<file path="config.mk">
export PLATFORM = sky130hd
export DESIGN_NAME = trig_wheel_gen
export DESIGN_NICKNAME = d
export VERILOG_FILES = /design/src/rtl/trig_wheel_pkg.sv /design/src/rtl/trig_wheel_gen_tooth_timer.sv /design/src/rtl/trig_wheel_gen.sv
export SDC_FILE = /design/constraint.sdc
export NUM_CORES = 1
export LEC_CHECK = 0
export CAP_MARGIN = 20
export CORE_MARGIN = 5
export CORE_UTILIZATION = 59
export DETAILED_ROUTE_END_ITERATION = 8
export GPL_ROUTABILITY_DRIVEN = 0
export PLACE_DENSITY = 0.82
export SLEW_MARGIN = 10
export SYNTH_ARGS = -nofsm -noshare
export SYNTH_HDL_FRONTEND = slang
export SYNTH_HIERARCHICAL = 1
export SYNTH_SLANG_ARGS = --single-unit
</file>
<file path="constraint.sdc">
create_clock -name clk -period 7.2 [get_ports clk]
set_input_delay 1.08 -clock clk [delete_from_list [all_inputs] [get_ports clk]]
set_output_delay 1.08 -clock clk [all_outputs]
set_load 0.01 [all_outputs]
</file>
<file path="src/rtl/trig_wheel_pkg.sv">
// Shared constants and configuration bundle for the trigger-wheel generator.
// Default wheel geometry, reset period and the latched configuration record.
package trig_wheel_pkg;

    localparam int TEETH      = 60;
    localparam int MISSING    = 2;
    localparam int DEF_PERIOD = 256;
    localparam int CFG_PW     = 16;
    localparam int CFG_TW     = 8;

    typedef struct packed {
        logic [CFG_PW-1:0] period;
        logic [CFG_PW-1:0] min;
        logic [CFG_PW-1:0] step;
        logic [CFG_TW-1:0] cam_start;
        logic [CFG_TW-1:0] cam_stop;
    } trig_cfg_t;

    // Periods below two ticks cannot form a low and a high half.
    function automatic logic [CFG_PW-1:0] clamp2(input logic [CFG_PW-1:0] v);
        return (v < CFG_PW'(2)) ? CFG_PW'(2) : v;
    endfunction

endpackage

</file>
<file path="src/rtl/trig_wheel_gen_tooth_timer.sv">
// Tick counter for one tooth: low half, high half, end-of-tooth pulse.
// The tooth length is supplied by the parent and is stable within a tooth.
module tooth_timer
    import trig_wheel_pkg::*;
#(
    parameter int LW = 18
) (
    input  logic          clk,
    input  logic          rst,
    input  logic          ena,
    input  logic          clr,
    input  logic [LW-1:0] len,
    output logic          crank,
    output logic          stb,
    output logic          last
);

    localparam logic [LW-1:0] ONE = LW'(1);

    logic [LW-1:0] tcnt;
    logic [LW-1:0] half;
    logic [LW-1:0] tcnt_inc;

    assign half     = len >> 1;
    assign tcnt_inc = tcnt + ONE;
    assign last     = ena && (tcnt >= len - ONE);

    // Advance the tick count; crank reflects the post-edge position in the tooth.
    always_ff @(posedge clk) begin
        if (rst) begin
            tcnt  <= '0;
            crank <= 1'b0;
            stb   <= 1'b0;
        end else if (clr) begin
            tcnt  <= '0;
            crank <= 1'b0;
            stb   <= 1'b0;
        end else if (last) begin
            tcnt  <= '0;
            crank <= 1'b0;
            stb   <= 1'b1;
        end else if (ena) begin
            tcnt  <= tcnt_inc;
            crank <= (tcnt_inc >= half);
            stb   <= 1'b0;
        end else begin
            stb   <= 1'b0;
        end
    end

endmodule

</file>
<file path="src/rtl/trig_wheel_gen.sv">
// N-minus-M crank wheel with phase-qualified cam window and linear speed-up.
// Holds tooth index, engine phase, period acceleration and cam decode.
module trig_wheel_gen #(
    parameter int TEETH      = trig_wheel_pkg::TEETH,
    parameter int MISSING    = trig_wheel_pkg::MISSING,
    parameter int PW         = trig_wheel_pkg::CFG_PW,
    parameter int TW         = trig_wheel_pkg::CFG_TW,
    parameter int DEF_PERIOD = trig_wheel_pkg::DEF_PERIOD
) (
    input  logic          clk,
    input  logic          rst,
    input  logic          ena,
    input  logic          load,
    input  logic [PW-1:0] cfg_period,
    input  logic [PW-1:0] cfg_min,
    input  logic [PW-1:0] cfg_step,
    input  logic [TW-1:0] cfg_cam_start,
    input  logic [TW-1:0] cfg_cam_stop,
    output logic          crank_out,
    output logic          cam_out,
    output logic [TW-1:0] tooth_idx,
    output logic          phase,
    output logic          tooth_stb,
    output logic          rev_stb
);

    import trig_wheel_pkg::*;

    localparam int L  = TEETH - MISSING - 1;
    localparam int LW = PW + $clog2(MISSING + 2);

    trig_cfg_t     cfg_q;
    trig_cfg_t     cfg_nxt;
    trig_cfg_t     cfg_in;
    logic [TW-1:0] idx_q;
    logic [TW-1:0] idx_nxt;
    logic          phase_q;
    logic          phase_nxt;
    logic          wrap;
    logic          cam_nxt;
    logic          clr;
    logic          last;
    logic          is_gap;
    logic [LW-1:0] len;
    logic [PW-1:0] per_acc;

    assign clr    = load & ~ena;
    assign is_gap = (idx_q == TW'(L));
    assign len    = is_gap ? LW'(cfg_q.period) * LW'(MISSING + 1)
                           : LW'(cfg_q.period);

    assign cfg_in = '{
        period:    clamp2(cfg_period),
        min:       clamp2(cfg_min),
        step:      cfg_step,
        cam_start: cfg_cam_start,
        cam_stop:  cfg_cam_stop
    };

    // Decrement saturates at the floor without ever underflowing.
    always_comb begin
        per_acc = cfg_q.min;
        if (cfg_q.step < cfg_q.period) begin
            if ((cfg_q.period - cfg_q.step) > cfg_q.min) begin
                per_acc = cfg_q.period - cfg_q.step;
            end
        end
    end

    // Next index, phase, period and cam level for this edge.
    always_comb begin
        cfg_nxt   = cfg_q;
        idx_nxt   = idx_q;
        phase_nxt = phase_q;
        wrap      = 1'b0;
        unique case (1'b1)
            clr: begin
                cfg_nxt   = cfg_in;
                idx_nxt   = '0;
                phase_nxt = 1'b0;
            end
            last: begin
                cfg_nxt.period = per_acc;
                if (is_gap) begin
                    idx_nxt   = '0;
                    phase_nxt = ~phase_q;
                    wrap      = 1'b1;
                end else begin
                    idx_nxt = idx_q + TW'(1);
                end
            end
            default: ;
        endcase
        cam_nxt = phase_nxt
                & (idx_nxt >= cfg_nxt.cam_start)
                & (idx_nxt <  cfg_nxt.cam_stop);
    end

    // Wheel position, configuration and registered outputs.
    always_ff @(posedge clk) begin
        if (rst) begin
            cfg_q   <= '{
                period:    PW'(DEF_PERIOD),
                min:       PW'(DEF_PERIOD),
                step:      '0,
                cam_start: '0,
                cam_stop:  '0
            };
            idx_q   <= '0;
            phase_q <= 1'b0;
            rev_stb <= 1'b0;
            cam_out <= 1'b0;
        end else begin
            cfg_q   <= cfg_nxt;
            idx_q   <= idx_nxt;
            phase_q <= phase_nxt;
            rev_stb <= wrap;
            cam_out <= cam_nxt;
        end
    end

    assign tooth_idx = idx_q;
    assign phase     = phase_q;

    tooth_timer #(
        .LW(LW)
    ) u_timer (
        .clk  (clk),
        .rst  (rst),
        .ena  (ena),
        .clr  (clr),
        .len  (len),
        .crank(crank_out),
        .stb  (tooth_stb),
        .last (last)
    );

endmodule

</file>
# Word level (Yosys, flattened, before mapping)
# Cells that the tools add are included.
# op_classes
add_sub_neg,4
multipliers,1
n_lt_le_gt_ge,8
n_eq_ne,1
n_mux,13
bitwise_logic,6
n_reduce_logical,5
# ops
operator,count
$mux W16,5
$lt A16 B2 Y1 const B,2
$pmux W16 S2,1
$add A18 B1 Y18 const B,1
$ge A18 B17 Y1,1
$ge A18 B18 Y1,1
$mul A16 B2 Y18 const B,1
$mux W18,1
$sub A18 B1 Y18 const B,1
$gt A16 B16 Y1,1
$lt A16 B16 Y1,1
$pmux W8 S2,1
$sub A16 B16 Y16,1
$add A8 B1 Y8 const B,1
$eq A8 B6 Y1 const B,1
$ge A8 B8 Y1,1
$lt A8 B8 Y1,1
$mux W8,1
$reduce_or A2 Y1,2
$and A1 B1 Y1,3
$mux W1,3
$not A1 Y1,3
$reduce_or A3 Y1,1
$pmux W1 S2,1
other kinds (2),2
# word_totals
reg_bits,95
in_bits,68
output_inout_bits,13

# Depth between registers and ports, before layout
# depth
depth_word,9
ltp_mapped,31

# Modules after synthesis
# The synthesis kept the hierarchy.
# modules_own_cells
mod,instances,cells_each,area_per_inst_um2
trig_wheel_gen,1,739,5701.7
tooth_timer,1,273,2284.7

# Least setup slack after synthesis
# Ideal clock, no wire load.
# synth_path
path_kind,flip-flop to flip-flop
from,reg cfg_q[49] (netlist bit)
to,reg cam_out
arrival_ns,5.463
required_ns,7.075
path_slack_ns,1.612
path_stages_with_launch,32
n_path_buf,0
period_less_slack_ns,5.588
path_cell_list,dfxtp_1 ha_1 inv_1 fa_1 nor2b_1 o2111ai_1 a31o_2 o21ai_0 o22ai_1 xor2_1 o21ai_0 nor4_1 nand4_1 xnor2_1 ha_1 nand4_1 o41ai_1 nand2_1 o31ai_1 nor4_1 nor2_1 a21bo_2 nor2_1 a21oi_1 ha_1 nand2b_1 a21o_1 a21o_1 a21oi_1 nor2b_1 o21ai_0 a211oi_1
# synth_via
elab_chain_cells,9
elab_cells_between_ends,11
cone_classes,1 x add/sub; 1 x mul; 3 x order compare; 3 x mux; 2 x bitwise; 1 x reduce/logical
# synth_lines
item,line_no,text
from (decl),trig_wheel_gen.sv:32,trig_cfg_t cfg_q;
from (signal assigned),trig_wheel_gen.sv:102,cfg_q <= '{
from (signal assigned),trig_wheel_gen.sv:114,cfg_q <= cfg_nxt;
$mul A16 B2 Y18 (*),trig_wheel_gen.sv:49,assign len = is_gap ? LW'(cfg_q.period) * LW'(MISSING + 1)
$mux W18 (*),trig_wheel_gen.sv:49,
via len[13],trig_wheel_gen.sv:44,logic [LW-1:0] len;
$sub A18 B1 Y18 (*),trig_wheel_gen_tooth_timer.sv:26,assign last = ena && (tcnt >= len - ONE);
$ge A18 B18 Y1 (*),trig_wheel_gen_tooth_timer.sv:26,
$logic_and A1 B1 Y1 (*),trig_wheel_gen_tooth_timer.sv:26,
via last,trig_wheel_gen.sv:42,logic last;
$pmux W8 S2,trig_wheel_gen.sv:76,unique case (1'b1)
$ge A8 B8 Y1,trig_wheel_gen.sv:95,& (idx_nxt >= cfg_nxt.cam_start)
$and A1 B1 Y1,trig_wheel_gen.sv:95,
$and A1 B1 Y1 (*),trig_wheel_gen.sv:96,& (idx_nxt < cfg_nxt.cam_stop);
to (signal assigned),trig_wheel_gen.sv:118,cam_out <= cam_nxt;
to (decl),trig_wheel_gen.sv:20,"output logic cam_out,"
# Mark *: on every way through the listed nets, which the timed path passes. The rest lies on a longest branch.
# A chain may end at the register's enable or synchronous reset.

# Worst setup path in the final report
# Same ends and word-level chain as after synthesis.

==> summary.txt <==
Status
  • Status: finished, final reports clean

Setup path
  • Crit path max fanout: 9
  • Worst setup path startpoint: cfg_q[49]
  • Critical Path Sink Type: register
  • Startpoint Class: register
  • Slowest-stage cell, CP: nor4_1
  • Register-to-Register Path Depth: 30
  • CP Class: register to register
  • Worst r2r src: cfg_q[49]
  • Reg2Reg Setup Slack: 0.72 ns
  • Crit path largest cell delay: 0.49 ns
  • FF-to-FF End: cam_out
  • CP required: 7.44 ns
  • Critical Path AT: 6.72 ns

Power
  • Sw Share: 33.4%
  • PD cells: 168 nW/um^2
  • Clk pwr share: 34.0%
  • Maximum vdd drop: 0.150 mV
  • Leak: 3.68 nW
  • Net Switching: 515 uW
  • Pwr Total: 1.54 mW
  • Reg power frac: 36.4%
  • Int Pwr: 1.03 mW
  • Comb pwr share: 29.7%

Timing
  • Final Cycle Share: 90.0%
  • Tmin final: 6.48 ns
  • Worst-Margin Slew: 0.875 ns
  • Fmax: 0.154 GHz
  • Fin. max-slew vios: 0
  • Setup Total Neg Slack: 0 ns
  • Hold WS: 0.458 ns
  • Setup WS post-layout: 0.722 ns
  • RSZ-0062 raised after global routing: no
  • Setup violators final: 0
  • Final hold viol count: 0
  • Worst rel slew slack: 41.6%
  • Final Skew: 0.0133 ns

Min path
  • Hold endpoint: cfg_q[29]
  • Hold Path Depth: 2
  • Hold path start: cfg_q[29]
  • Worst hold-check path type: register to register

CTS
  • Post-CTS setup buffer count: 0
  • CTS tree: built
  • Clock Path Buffers: 2
  • CTS buffer count: 9
  • Clk Latency, worst-skew pair: 0.36 ns
  • Clk root buf: clkbuf_16
  • Clock sink count: 95
  • H-Tree Depth: 3
  • Worst-path clk slew: 0.08 ns
  • Post-cts sizing count: 0
  • Hold buffer count at CTS: 0

Synth
  • Cell with the most instances after synthesis: nand2_1
  • Top cells by area, synth: dfxtp_1 (24%), ha_1 (16%), nand2_1 (5.7%)
  • Largest area contributor in the netlist: dfxtp_1
  • Syn avg cell area: 7.89 sq um
  • Synth Net Count: 1184
  • Predominant post-synthesis flop cell: dfxtp_1
  • FF+latch count, synth: 95
  • Ys Warns: 6
  • Mapped Cells: 1012
  • Number of flops mapped to enable cells by yosys: 0
  • Library cells used by synthesis: 76
  • Netlist Area Pre-Place: 7990 sq um
  • Register area share after synthesis: 23.8%
  • Synth top cells by count: nand2_1 (121), ha_1 (102), dfxtp_1 (95)
  • Asr flop ratio synth: 0%
  • Post-synth top area share: 23.8%

Routing
  • Wirelength, routed: 21.1 mm
  • DR DRC count: 0
  • Routed metal-1 wire length: 9.86 mm
  • WL/cell: 16.9 microns
  • WL met2: 9.42 mm
  • Routed wl met3: 1.34 mm
  • Total number of vias: 7545
  • Routed Antenna Nets: 0
  • First-pass DRT Iterations: 5
  • Vias per cell: 6.05
  • Initial DRC count: 657
  • Top sig layer: met4

Layout
  • Fin cells: 1248
  • Syn-to-layout area delta: 14.8%
  • Layout cells sized above 1: 5.69%
  • NumNets Final: 1239
  • Antenna Diode Count: 0

Global routing
  • Number of global-route vias before repair: 7014
  • Antenna violations before repair: 0
  • GRT Util Overall: 25.9%
  • First-pass GRT wire length: 34.1 mm
  • Largest net degree at the start of global routing: 67
  • Total grt overflow: 0

Floorplan
  • Initial Utilization: 60.3%
  • I/O pin count: 81
  • Die height: 126 microns
  • Die Area: 16000 sq um
  • Core Rows: 42
  • Die Wd: 126 microns
  • Placeable Area: 13200 sq um

Place
  • I/O Buffers: 80
  • DP Cell Count: 1232
  • Dpl ws: 0.811 ns
  • DPL Wire Length: 16.0 mm

Flow run
  • Max Cap Viol: 0
[layout make-up]
cell class	instances	area (sq um)
clock buffers	10	239
repair buffers	87	848
clock inverters	6	76.3
flip-flops and latches	95	1900
multi-input cells	797	5590
fillers	1118	4080
inverters	77	289
well taps	176	220
[power groups by stage]
stage,registers (mW),clock network [mW],logic [mW]
after floorplan,0.566,0,0.328
after global placement,0.572,0,0.436
after detailed placement,0.573,0,0.445
after CTS,0.561,0.529,0.449
after global routing,0.563,0.552,0.501
final,0.561,0.524,0.457
[critical path: cells and delay by family (launching register included)]
kind / cells / cell delay [ns]
compound gates: 14 / 2.23
simple gates: 9 / 2.05
xor+xnor: 2 / 0.30
flops: 1 / 0.46
buf+inv: 1 / 0.06
fa+ha+maj: 4 / 1.24
[cells by family after synthesis]
logic type	synth area share, %
buf+inv	6.22
xor+xnor	7.79
flops	23.8
fa+ha+maj	16.5
compound gates	19.4
mux	3.68
simple gates	22.6
[layout by cell type (no fill, tap or decap), types with 5 or more instances in the layout]
cell type          n
a211oi_1          29
a21o_1            16
a21oi_1           73
a311oi_1           7
and2_1            21
and3_1            11
buf_4              7
clkbuf_16          9
clkdlybuf4s50_1   79
dfxtp_1           95
ha_1             102
inv_1             76
mux2i_1           26
nand2_1          121
nand2b_1           9
nand3_1           33
nand4_1           25
nor2_1            60
nor2_4             9
nor2b_1            9
nor3_1            20
nor4_1            12
o21a_1             5
o21ai_0           53
or2_2              5
xnor2_1           38
xor2_1            33
[per-stage QoR]
stage / util [%] / area (sq um)
finish: 69.2 / 9170
global route: 69.2 / 9170
CTS: 69.2 / 9170
detailed placement: 66.8 / 8850
global placement: 66.8 / 8850
floorplan: - / 7990
[worst max path at each step]
stage,end,slack (ns)
CTS,cam_out,0.76
global route,cam_out,0.05
global placement,cam_out,1.01
finish,cam_out,0.72
floorplan,cam_out,1.61
detailed placement,cam_out,0.81
[routing by layer]
metal	global-route usage, %	vias up
met1	36.5	3519
met2	40.7	277
met4	9.40	0
li1	-	3714
met5	0	-
met3	3.24	35
[sequential cells by signal, indices dropped and copies added (netlist names)]
name	count
phase	1
tooth_idx	8
cfg_q	64
cam_out	1
u_timer/tcnt	18
rev_stb	1
u_timer/crank	1
u_timer/stb	1
Power figures use the tool's default switching activity.
